### config.mk
export PLATFORM = sky130hd
export DESIGN_NAME = signal_lamp_driver
export DESIGN_NICKNAME = d
export VERILOG_FILES = /design/src/rtl/lamp_pkg.sv /design/src/rtl/signal_lamp_driver_blink_gen.sv /design/src/rtl/signal_lamp_driver.sv
export SDC_FILE = /design/constraint.sdc
export NUM_CORES = 1
export LEC_CHECK = 0
export CORE_MARGIN = 5
export CORE_UTILIZATION = 55
export DETAILED_ROUTE_END_ITERATION = 10
export DONT_BUFFER_PORTS = 1
export PLACE_DENSITY = 0.75
export REMOVE_ABC_BUFFERS = 1
export SYNTH_ARGS = -nofsm -noshare
export SYNTH_HDL_FRONTEND = slang
export SYNTH_SLANG_ARGS = --single-unit
### constraint.sdc
create_clock -name clk -period 1.88 [get_ports clk]
set_clock_uncertainty 0.1 [all_clocks]
set_input_delay 0.282 -clock clk [delete_from_list [all_inputs] [get_ports clk]]
set_output_delay 0.282 -clock clk [all_outputs]
set_load 0.02 [all_outputs]
### src/rtl/lamp_pkg.sv
// Shared types and helpers for the signal lamp driver: mode encoding, side count,
// and the input-legality check applied to every controller sample.
package lamp_pkg;

  localparam int NUM_SIDES = 4;

  typedef enum logic [1:0] {
    INIT   = 2'd0,
    NORMAL = 2'd1,
    FLASH  = 2'd2
  } mode_e;

  // Legal: one side active with exactly one phase, or no side active with red only.
  function automatic logic is_legal(input logic [NUM_SIDES-1:0] at_side,
                                    input logic R, input logic G, input logic Y);
    logic side_onehot;
    logic one_phase;
    side_onehot = (at_side != '0) && ((at_side & (at_side - 1'b1)) == '0);
    one_phase   = ({R, G, Y} == 3'b100) || ({R, G, Y} == 3'b010) || ({R, G, Y} == 3'b001);
    return (side_onehot && one_phase) || ((at_side == '0) && R && !G && !Y);
  endfunction

endpackage

### src/rtl/signal_lamp_driver_blink_gen.sv
// Flashing-yellow timebase: blink toggles every FLASH_HALF cycles and restarts
// high with a zeroed counter whenever restart is asserted.
module blink_gen #(
  parameter int FLASH_HALF = 50
) (
  input  logic clk,
  input  logic reset,
  input  logic restart,
  output logic blink
);

  localparam int FW = (FLASH_HALF > 1) ? $clog2(FLASH_HALF) : 1;

  logic [FW-1:0] flash_cnt_q, flash_cnt_d;
  logic          blink_q, blink_d;

  always_comb begin
    flash_cnt_d = flash_cnt_q;
    blink_d     = blink_q;
    if (restart) begin
      flash_cnt_d = '0;
      blink_d     = 1'b1;
    end else if (flash_cnt_q == FW'(FLASH_HALF - 1)) begin
      flash_cnt_d = '0;
      blink_d     = ~blink_q;
    end else begin
      flash_cnt_d = flash_cnt_q + 1'b1;
    end
  end

  always_ff @(posedge clk) begin
    if (reset) begin
      flash_cnt_q <= '0;
      blink_q     <= 1'b0;
    end else begin
      flash_cnt_q <= flash_cnt_d;
      blink_q     <= blink_d;
    end
  end

  assign blink = blink_q;

endmodule

### src/rtl/signal_lamp_driver.sv
// Lamp driver with safety supervision: all-red start-up, per-sample legality check,
// fallback to flashing yellow after persistent illegal inputs, operator-cleared recovery.
module signal_lamp_driver
  import lamp_pkg::*;
#(
  parameter int INIT_RED     = 8,
  parameter int FAULT_CYCLES = 3,
  parameter int FLASH_HALF   = 50
) (
  input  logic                 clk,
  input  logic                 reset,
  input  logic [NUM_SIDES-1:0] at_side,
  input  logic                 R,
  input  logic                 G,
  input  logic                 Y,
  input  logic                 fault_clr,
  output logic [NUM_SIDES-1:0] lamp_red,
  output logic [NUM_SIDES-1:0] lamp_yellow,
  output logic [NUM_SIDES-1:0] lamp_green,
  output logic [1:0]           mode,
  output logic                 fault,
  output logic [7:0]           fault_count
);

  localparam int CW = (INIT_RED > 1) ? $clog2(INIT_RED) : 1;
  localparam int BW = (FAULT_CYCLES > 1) ? $clog2(FAULT_CYCLES) : 1;

  mode_e                mode_q, mode_d;
  logic [CW-1:0]        cnt_q, cnt_d;
  logic [BW-1:0]        bad_cnt_q, bad_cnt_d;
  logic [NUM_SIDES-1:0] red_q, red_d, yellow_q, yellow_d, green_q, green_d;
  logic [7:0]           fault_count_q, fault_count_d;
  logic                 legal;
  logic                 flash_entry;
  logic                 blink;

  assign legal = is_legal(at_side, R, G, Y);

  blink_gen #(.FLASH_HALF(FLASH_HALF)) u_blink_gen (
    .clk     (clk),
    .reset   (reset),
    .restart (flash_entry),
    .blink   (blink)
  );

  always_comb begin
    mode_d        = mode_q;
    cnt_d         = cnt_q;
    bad_cnt_d     = bad_cnt_q;
    red_d         = red_q;
    yellow_d      = yellow_q;
    green_d       = green_q;
    fault_count_d = fault_count_q;
    flash_entry   = 1'b0;
    case (mode_q)
      INIT: begin
        red_d    = '1;
        yellow_d = '0;
        green_d  = '0;
        if (cnt_q == CW'(INIT_RED - 1)) begin
          mode_d = NORMAL;
          cnt_d  = '0;
        end else begin
          cnt_d = cnt_q + 1'b1;
        end
      end
      NORMAL: begin
        if (legal) begin
          green_d   = at_side & {NUM_SIDES{G}};
          yellow_d  = at_side & {NUM_SIDES{Y}};
          red_d     = ~((at_side & {NUM_SIDES{G}}) | (at_side & {NUM_SIDES{Y}}));
          bad_cnt_d = '0;
        end else if (bad_cnt_q == BW'(FAULT_CYCLES - 1)) begin
          mode_d      = FLASH;
          red_d       = '0;
          green_d     = '0;
          yellow_d    = '1;
          bad_cnt_d   = '0;
          flash_entry = 1'b1;
          if (fault_count_q != 8'hFF) fault_count_d = fault_count_q + 8'd1;
        end else begin
          bad_cnt_d = bad_cnt_q + 1'b1;
        end
      end
      FLASH: begin
        // Only a clear request paired with a sane input sample is trusted.
        if (fault_clr && legal) begin
          mode_d    = INIT;
          cnt_d     = '0;
          bad_cnt_d = '0;
          red_d     = '1;
          yellow_d  = '0;
          green_d   = '0;
        end
      end
      default: mode_d = INIT;
    endcase
  end

  always_ff @(posedge clk) begin
    if (reset) begin
      mode_q        <= INIT;
      cnt_q         <= '0;
      bad_cnt_q     <= '0;
      red_q         <= '1;
      yellow_q      <= '0;
      green_q       <= '0;
      fault_count_q <= '0;
    end else begin
      mode_q        <= mode_d;
      cnt_q         <= cnt_d;
      bad_cnt_q     <= bad_cnt_d;
      red_q         <= red_d;
      yellow_q      <= yellow_d;
      green_q       <= green_d;
      fault_count_q <= fault_count_d;
    end
  end

  // In FLASH the yellow drive follows the blink flop directly so it toggles on the wrap edge.
  assign lamp_yellow = (mode_q == FLASH) ? {NUM_SIDES{blink}} : yellow_q;
  assign lamp_red    = red_q;
  assign lamp_green  = green_q;
  assign mode        = mode_q;
  assign fault       = (mode_q == FLASH);
  assign fault_count = fault_count_q;

endmodule

==> run metrics, run 1 <==
status=complete, no violations; synthesized area=0.00166 mm^2; hold-critical path depth=2; r2r worst-path depth=5; clock share of power=0.308; max incr delay on CP=0.50 ns; via count=roughly 1500; async set-reset flop share out of synthesis=0; Die H=64.9 um; top cells by area, synth=dfxtp_1 41%, nor2_1 4.3%, nand2_1 4.1%; Pwr Density=624 mW/mm^2; max_slew headroom=0.609; clock slew seen by the registers of the worst setup and hold paths=~0.090 ns; Synth area leader=dfxtp_1; Layout area overhead=16.8%; critical path type=reg2reg; CTS max path bufs=2; Die X=64.9 um; routed len/inst=16.2 um; Tot Pwr=1.21 mW; Initial DRT Pass Iterations=4; combinational share of power=0.075; NetSw=between 0.2 and 0.3 mW; crit path cell chain=ha_2 -> and3_1 -> a31o_4 -> or4_1 -> a21oi_1; sequential share of the synthesized area=0.411; Rows=20; PortBufs=0; Slew Viols, Final=0; Primary FF master, synth=dfxtp_1; reg2reg setup slack=between 0.1 and 0.15 ns; sequential share of power=0.618; htree depth=2; CP max stage cell=or4_1; RR Endpoint=fault_count[3]; Avg Inst Size Synth=8.86 um^2; Final ANT Viol Nets=0; Syn Inst Count=187; Worst Tran Pin Value=0.582 ns; FILL cells=252; max-cap violations=0; top cell type's share of synthesized area=0.411; Leak=0.774 nW; worst-skew pair later-pin latency=0.33 ns; CTS tree=built; Final WS setup=0.108 ns; dpl ws=0.000510 ns; hold_sp=at_side[1]; initial DRC count=57; Distinct cells, synth=44; IO Pins=33; dpl cell area=0.00179 mm^2; Final setup viols=0; initial antenna violation count=0; initial core utilization=0.556; total core area=0.00298 mm^2; HPWL after DPL=approximately 2.8 mm; die footprint=0.00421 mm^2; Worst Setup Start Kind=flop; largest net degree at the start of global routing=20; Tightest Hold Check Type=in2reg; Final #Nets=224; Reg-to-Reg Start=fault_count[0]; Pint=around 0.92 mW; layout cells sized above 1=0.201; switching share of power=0.241; fmax=between 500 and 600 MHz; cell area after layout=approximately 0.0019 mm^2; clock tree root buffer cell=clkbuf_4; setup tns final=0 ns; CTS sink count=34; Max IR drop VDD=roughly 0.54 mV; CP required=roughly 2.1 ns; final cell utilization of the core=0.650; Post-synth EDFFs=0; gr usage total=0.201; TritonCTS buffer count=5; Hold Path Sink=lamp_red[1]; register bit total from synthesis=34; gpl congestion=around 0.85; Inserted Diodes=0; RSZ-0062 raised after global routing=false; Final Routed Wirelength=3.92 mm; WP data arrival=between 1.5 and 2 ns; Via density=a little over 6; DR DRC count=0; Fin. Hold Viols=0; Worst setup EP type=flop; Final Cycle Share=0.942; vias in the first global route=1456; global route overflow=0; synthesis warning total=0; CP max FO=9; Final min period=1.77 ns; first-pass GRT wire length=roughly 6.6 mm
-- worst max-delay path: cells and delay by family (launching register included) --
kind	cells	cell delay (ns)
fa+ha+maj	1	0.19
simple gates	2	0.70
compound gates	2	0.39
flops	1	0.32
-- kinds of logic after synthesis --
| group | count (synthesis) | share of synthesized area |
|---|---|---|
| AO/OA/AOI/OAI | 53 | 0.239 |
| XOR/XNOR | 7 | 0.0370 |
| adder cells (fa/ha/maj) | 5 | 0.0378 |
| buffers and inverters | 12 | 0.0347 |
| flip-flops | 34 | 0.411 |
| multiplexers | 1 | 0.00680 |
| AND/OR/NAND/NOR | 75 | 0.234 |
-- state kept, by name, indices dropped and copies added (netlist names) --
signal,flops
fault_count,8
u_blink_gen.flash_cnt_q,6
lamp_green,4
lamp_red,4
yellow_q,4
cnt_q,3
bad_cnt_q,2
mode,2
u_blink_gen.blink,1
-- how the worst max path moves through the flow --
stage / from / end / slack [ns] / cells past startpoint
2_1_floorplan: mode[0] / fault_count[5] / -0.13 / 5
3_3_place_gp: fault_count[0] / fault_count[5] / 0.07 / 5
3_5_place_dp: fault_count[0] / fault_count[5] / 0.0005 / 5
4_1_cts: mode[0] / lamp_yellow[1] / -0.03 / 5
5_1_grt: mode[0] / lamp_yellow[0] / 0.01 / 5
6_report: fault_count[0] / fault_count[3] / 0.11 / 5
-- synthesized netlist by cell type (3+ instances only) --
cell,n
clkbuf_1,5
ha_1,5
o21a_1,4
o221a_2,5
and3_1,7
a32o_1,4
o31ai_1,4
o21ai_0,5
nand3_1,11
nand2_1,18
nor2_1,19
a22o_1,4
dfxtp_1,34
or4_1,4
o211ai_1,3
inv_1,3
xor2_1,3
a21oi_1,13
xnor2_1,4
nor3_1,3
-- metrics by stage --
| step | hold WS (ns) | cells |
|---|---|---|
| 2_1_floorplan | 0.251 | 179 |
| 3_3_place_gp | 0.253 | 228 |
| 3_5_place_dp | 0.256 | 228 |
| 4_1_cts | 0.0144 | 240 |
| 5_1_grt | 0.0184 | 242 |
| 6_report | 0.0315 | 242 |
-- cell usage in the layout, fill, tap and decap left out, types with 5 or more instances in the layout --
master,count
a21oi_1,13
and3_1,7
buf_4,16
clkbuf_4,5
dfxtp_1,34
dlygate4sd3_1,5
nand2_1,13
nand2_2,5
nand3_1,11
nor2_1,19
o21ai_0,5
o221a_2,5
-- power by group through the flow --
stage	clock network (mW)	logic, mW	registers, mW
2_1_floorplan	0	0.0538	0.761
3_3_place_gp	0	0.0735	0.762
3_5_place_dp	0	0.0775	0.763
4_1_cts	0.384	0.0897	0.746
5_1_grt	0.421	0.101	0.750
6_report	0.371	0.0901	0.746
-- layer usage --
layer	vias up	wire length, um	global-route usage
met5	-	0	0
met4	0	38	0.0501
met3	5	253	0.0780
met2	40	1970	0.342
met1	712	1660	0.236
li1	739	-	-
-- repair_timing --
item                                    CTS  global route
pin swaps                                 0             2
setup buffers                             0             2
hold buffers                              5             0
resized for setup                         2            10
endpoints found under the hold margin    14             0
endpoints found under the setup margin    7             8
-- layout make-up --
class	count	area [um^2]	share of cell area
Sequential cell	34	681	0.352
Multi-Input combinational cell	141	951	0.492
Clock buffer	7	45.0	0.0233
Inverter	4	15.0	0.00776
Timing Repair Buffer	23	201	0.104
Tap cell	33	41.3	0.0213
Power figures use the tool's default switching activity.
==> inputs of run 2 (changes only) <==
Settings changed: GPL_TIMING_DRIVEN from default to 0, TNS_END_PERCENT from default to 50.
==> run metrics, run 2 (synthesis results as in run 1) <==
fmax=542 MHz (was 564 MHz); Final #Nets=211 (was 224); Worst Setup Start Kind=flop (unchanged); most common cell after layout, fill and taps aside=dfxtp_1 (unchanged); reg2reg setup slack=0.03 ns (was 0.11 ns); DR DRC count=0 (unchanged); Tot Pwr=1.38 mW (was 1.21 mW); Fin. Hold Viols=0 (unchanged); Final WS setup=0.0340 ns (was 0.108 ns); total core area=0.00298 mm^2 (unchanged); hold_sp=at_side[3] (was at_side[1]); die footprint=0.00421 mm^2 (unchanged); CTS max path bufs=2 (unchanged); CP required=2.08 ns (was 2.05 ns); hold-critical path depth=2 (unchanged); combinational share of power=0.062 (was 0.075); NetSw=0.334 mW (was 0.291 mW); global route overflow=0 (unchanged); RR Endpoint=fault_count[5] (was fault_count[3]); initial DRC count=80 (was 57); initial core utilization=0.556 (unchanged); gr usage total=0.197 (was 0.201); Layout area overhead=15.1% (was 16.8%); Hold Path Sink=lamp_red[3] (was lamp_red[1]); Reg-to-Reg Start=fault_count[1] (was fault_count[0]); routed len/inst=17.2 um (was 16.2 um); CP max FO=7 (was 9); Final ANT Viol Nets=0 (unchanged); Final Cycle Share=0.982 (was 0.942); CTS tree=built (unchanged); PortBufs=0 (unchanged); status=complete, no violations (unchanged); Die X=64.9 um (unchanged); Final setup viols=0 (unchanged); WP data arrival=2.04 ns (was 1.94 ns); switching share of power=0.243 (was 0.241); Worst Tran Pin Value=0.688 ns (was 0.582 ns); first-pass GRT wire length=6.53 mm (was 6.63 mm); max_slew headroom=0.539 (was 0.609); dpl ws=-0.459 ns (was 0.000510 ns); clock share of power=0.399 (was 0.308); gpl congestion=0.808 (was 0.850); leading cell types in the layout, fill and taps excluded=30 x dfxtp_1, 19 x nor2_1, 14 x nand2_1 (was 34 x dfxtp_1, 19 x nor2_1, 16 x buf_4); final cell utilization of the core=0.640 (was 0.650); sequential share of power=0.539 (was 0.618); Pwr Density=723 mW/mm^2 (was 624 mW/mm^2); initial antenna violation count=0 (unchanged); setup tns final=0 ns (unchanged); clock tree root buffer cell=clkbuf_4 (unchanged); Final Routed Wirelength=3.96 mm (was 3.92 mm); Inserted Diodes=0 (unchanged); largest net degree at the start of global routing=22 (was 20); Initial DRT Pass Iterations=4 (unchanged); CTS sink count=34 (unchanged); r2r worst-path depth=5 (unchanged); Die H=64.9 um (unchanged); max reg flops=8 (unchanged); IO Pins=33 (unchanged); Slew Viols, Final=0 (unchanged); Rows=20 (unchanged); vias in the first global route=1445 (was 1456); HPWL after DPL=2.68 mm (was 2.82 mm); worst-skew pair later-pin latency=0.36 ns (was 0.33 ns); Pint=1.04 mW (was 0.916 mW); max-cap violations=0 (unchanged); Tightest Hold Check Type=in2reg (unchanged); Leak=0.715 nW (was 0.774 nW); clock slew seen by the registers of the worst setup and hold paths=0.12 ns (was 0.09 ns); critical path type=reg2reg (unchanged); Max IR drop VDD=0.590 mV (was 0.544 mV); htree depth=2 (unchanged); Final min period=1.85 ns (was 1.77 ns); Via density=6.39 (was 6.18); via count=1470 (was 1496); TritonCTS buffer count=5 (unchanged); Worst setup EP type=flop (unchanged); layout cells sized above 1=0.218 (was 0.201)
run 2: timing repair:
action                     in CTS  in global routing
hold endpoints to repair       15                  1
buffers inserted                0                  4
pin swaps                       0                  4
resized for setup              15                 12
setup endpoints to repair      20                  8
hold buffers                    5                  1
run 2: cell type report:
class	count	area [um^2]
Sequential cell	34	693
Inverter	4	15.0
Clock inverter	3	45.0
Tap cell	33	41.3
Multi-Input combinational cell	141	990
Fill cell	255	1070
Timing Repair Buffer	10	85.1
Clock buffer	5	37.5
run 2: critical path, cell delays in order (launching register included):
cell	delay, ns
dfxtp_2	0.40
ha_4	0.18
and3_4	0.19
a31o_4	0.27
or4_4	0.52
a21oi_2	0.14
run 2: per-stage QoR:
step	hold slack, ns	instances	instance area [um^2]
global route	0.00861	230	1910
CTS	0.0123	225	1820
floorplan	0.251	179	1610
detailed placement	0.256	212	1660
global placement	0.254	212	1660
finish	0.00807	230	1910
run 2: layer usage:
| layer | vias up | track usage | part of all wire |
|---|---|---|---|
| met5 | - | 0 | 0 |
| met4 | 0 | 0.0712 | 0.012 |
| met3 | 6 | 0.0849 | 0.073 |
| met2 | 47 | 0.322 | 0.50 |
| met1 | 700 | 0.228 | 0.41 |
| li1 | 717 | - | - |
run 2: worst max path at each step:
stage | start | endpoint | slack (ns) | cells after the start
floorplan | mode[0] | fault_count[5] | -0.13 | 5
global placement | at_side[1] | lamp_green[2] | -0.33 | 4
detailed placement | at_side[1] | lamp_green[2] | -0.46 | 4
CTS | mode[0] | lamp_yellow[1] | 0.002 | 4
global route | fault_count[1] | fault_count[5] | -0.009 | 5
finish | fault_count[1] | fault_count[5] | 0.03 | 5
run 2: power by group through the flow:
stage / sequential (mW) / clock, mW / combinational (mW)
2_1_floorplan: 0.761 / 0 / 0.0538
3_3_place_gp: 0.762 / 0 / 0.0624
3_5_place_dp: 0.764 / 0 / 0.0679
4_1_cts: 0.743 / 0.553 / 0.0809
5_1_grt: 0.746 / 0.599 / 0.0974
6_report: 0.743 / 0.551 / 0.0850
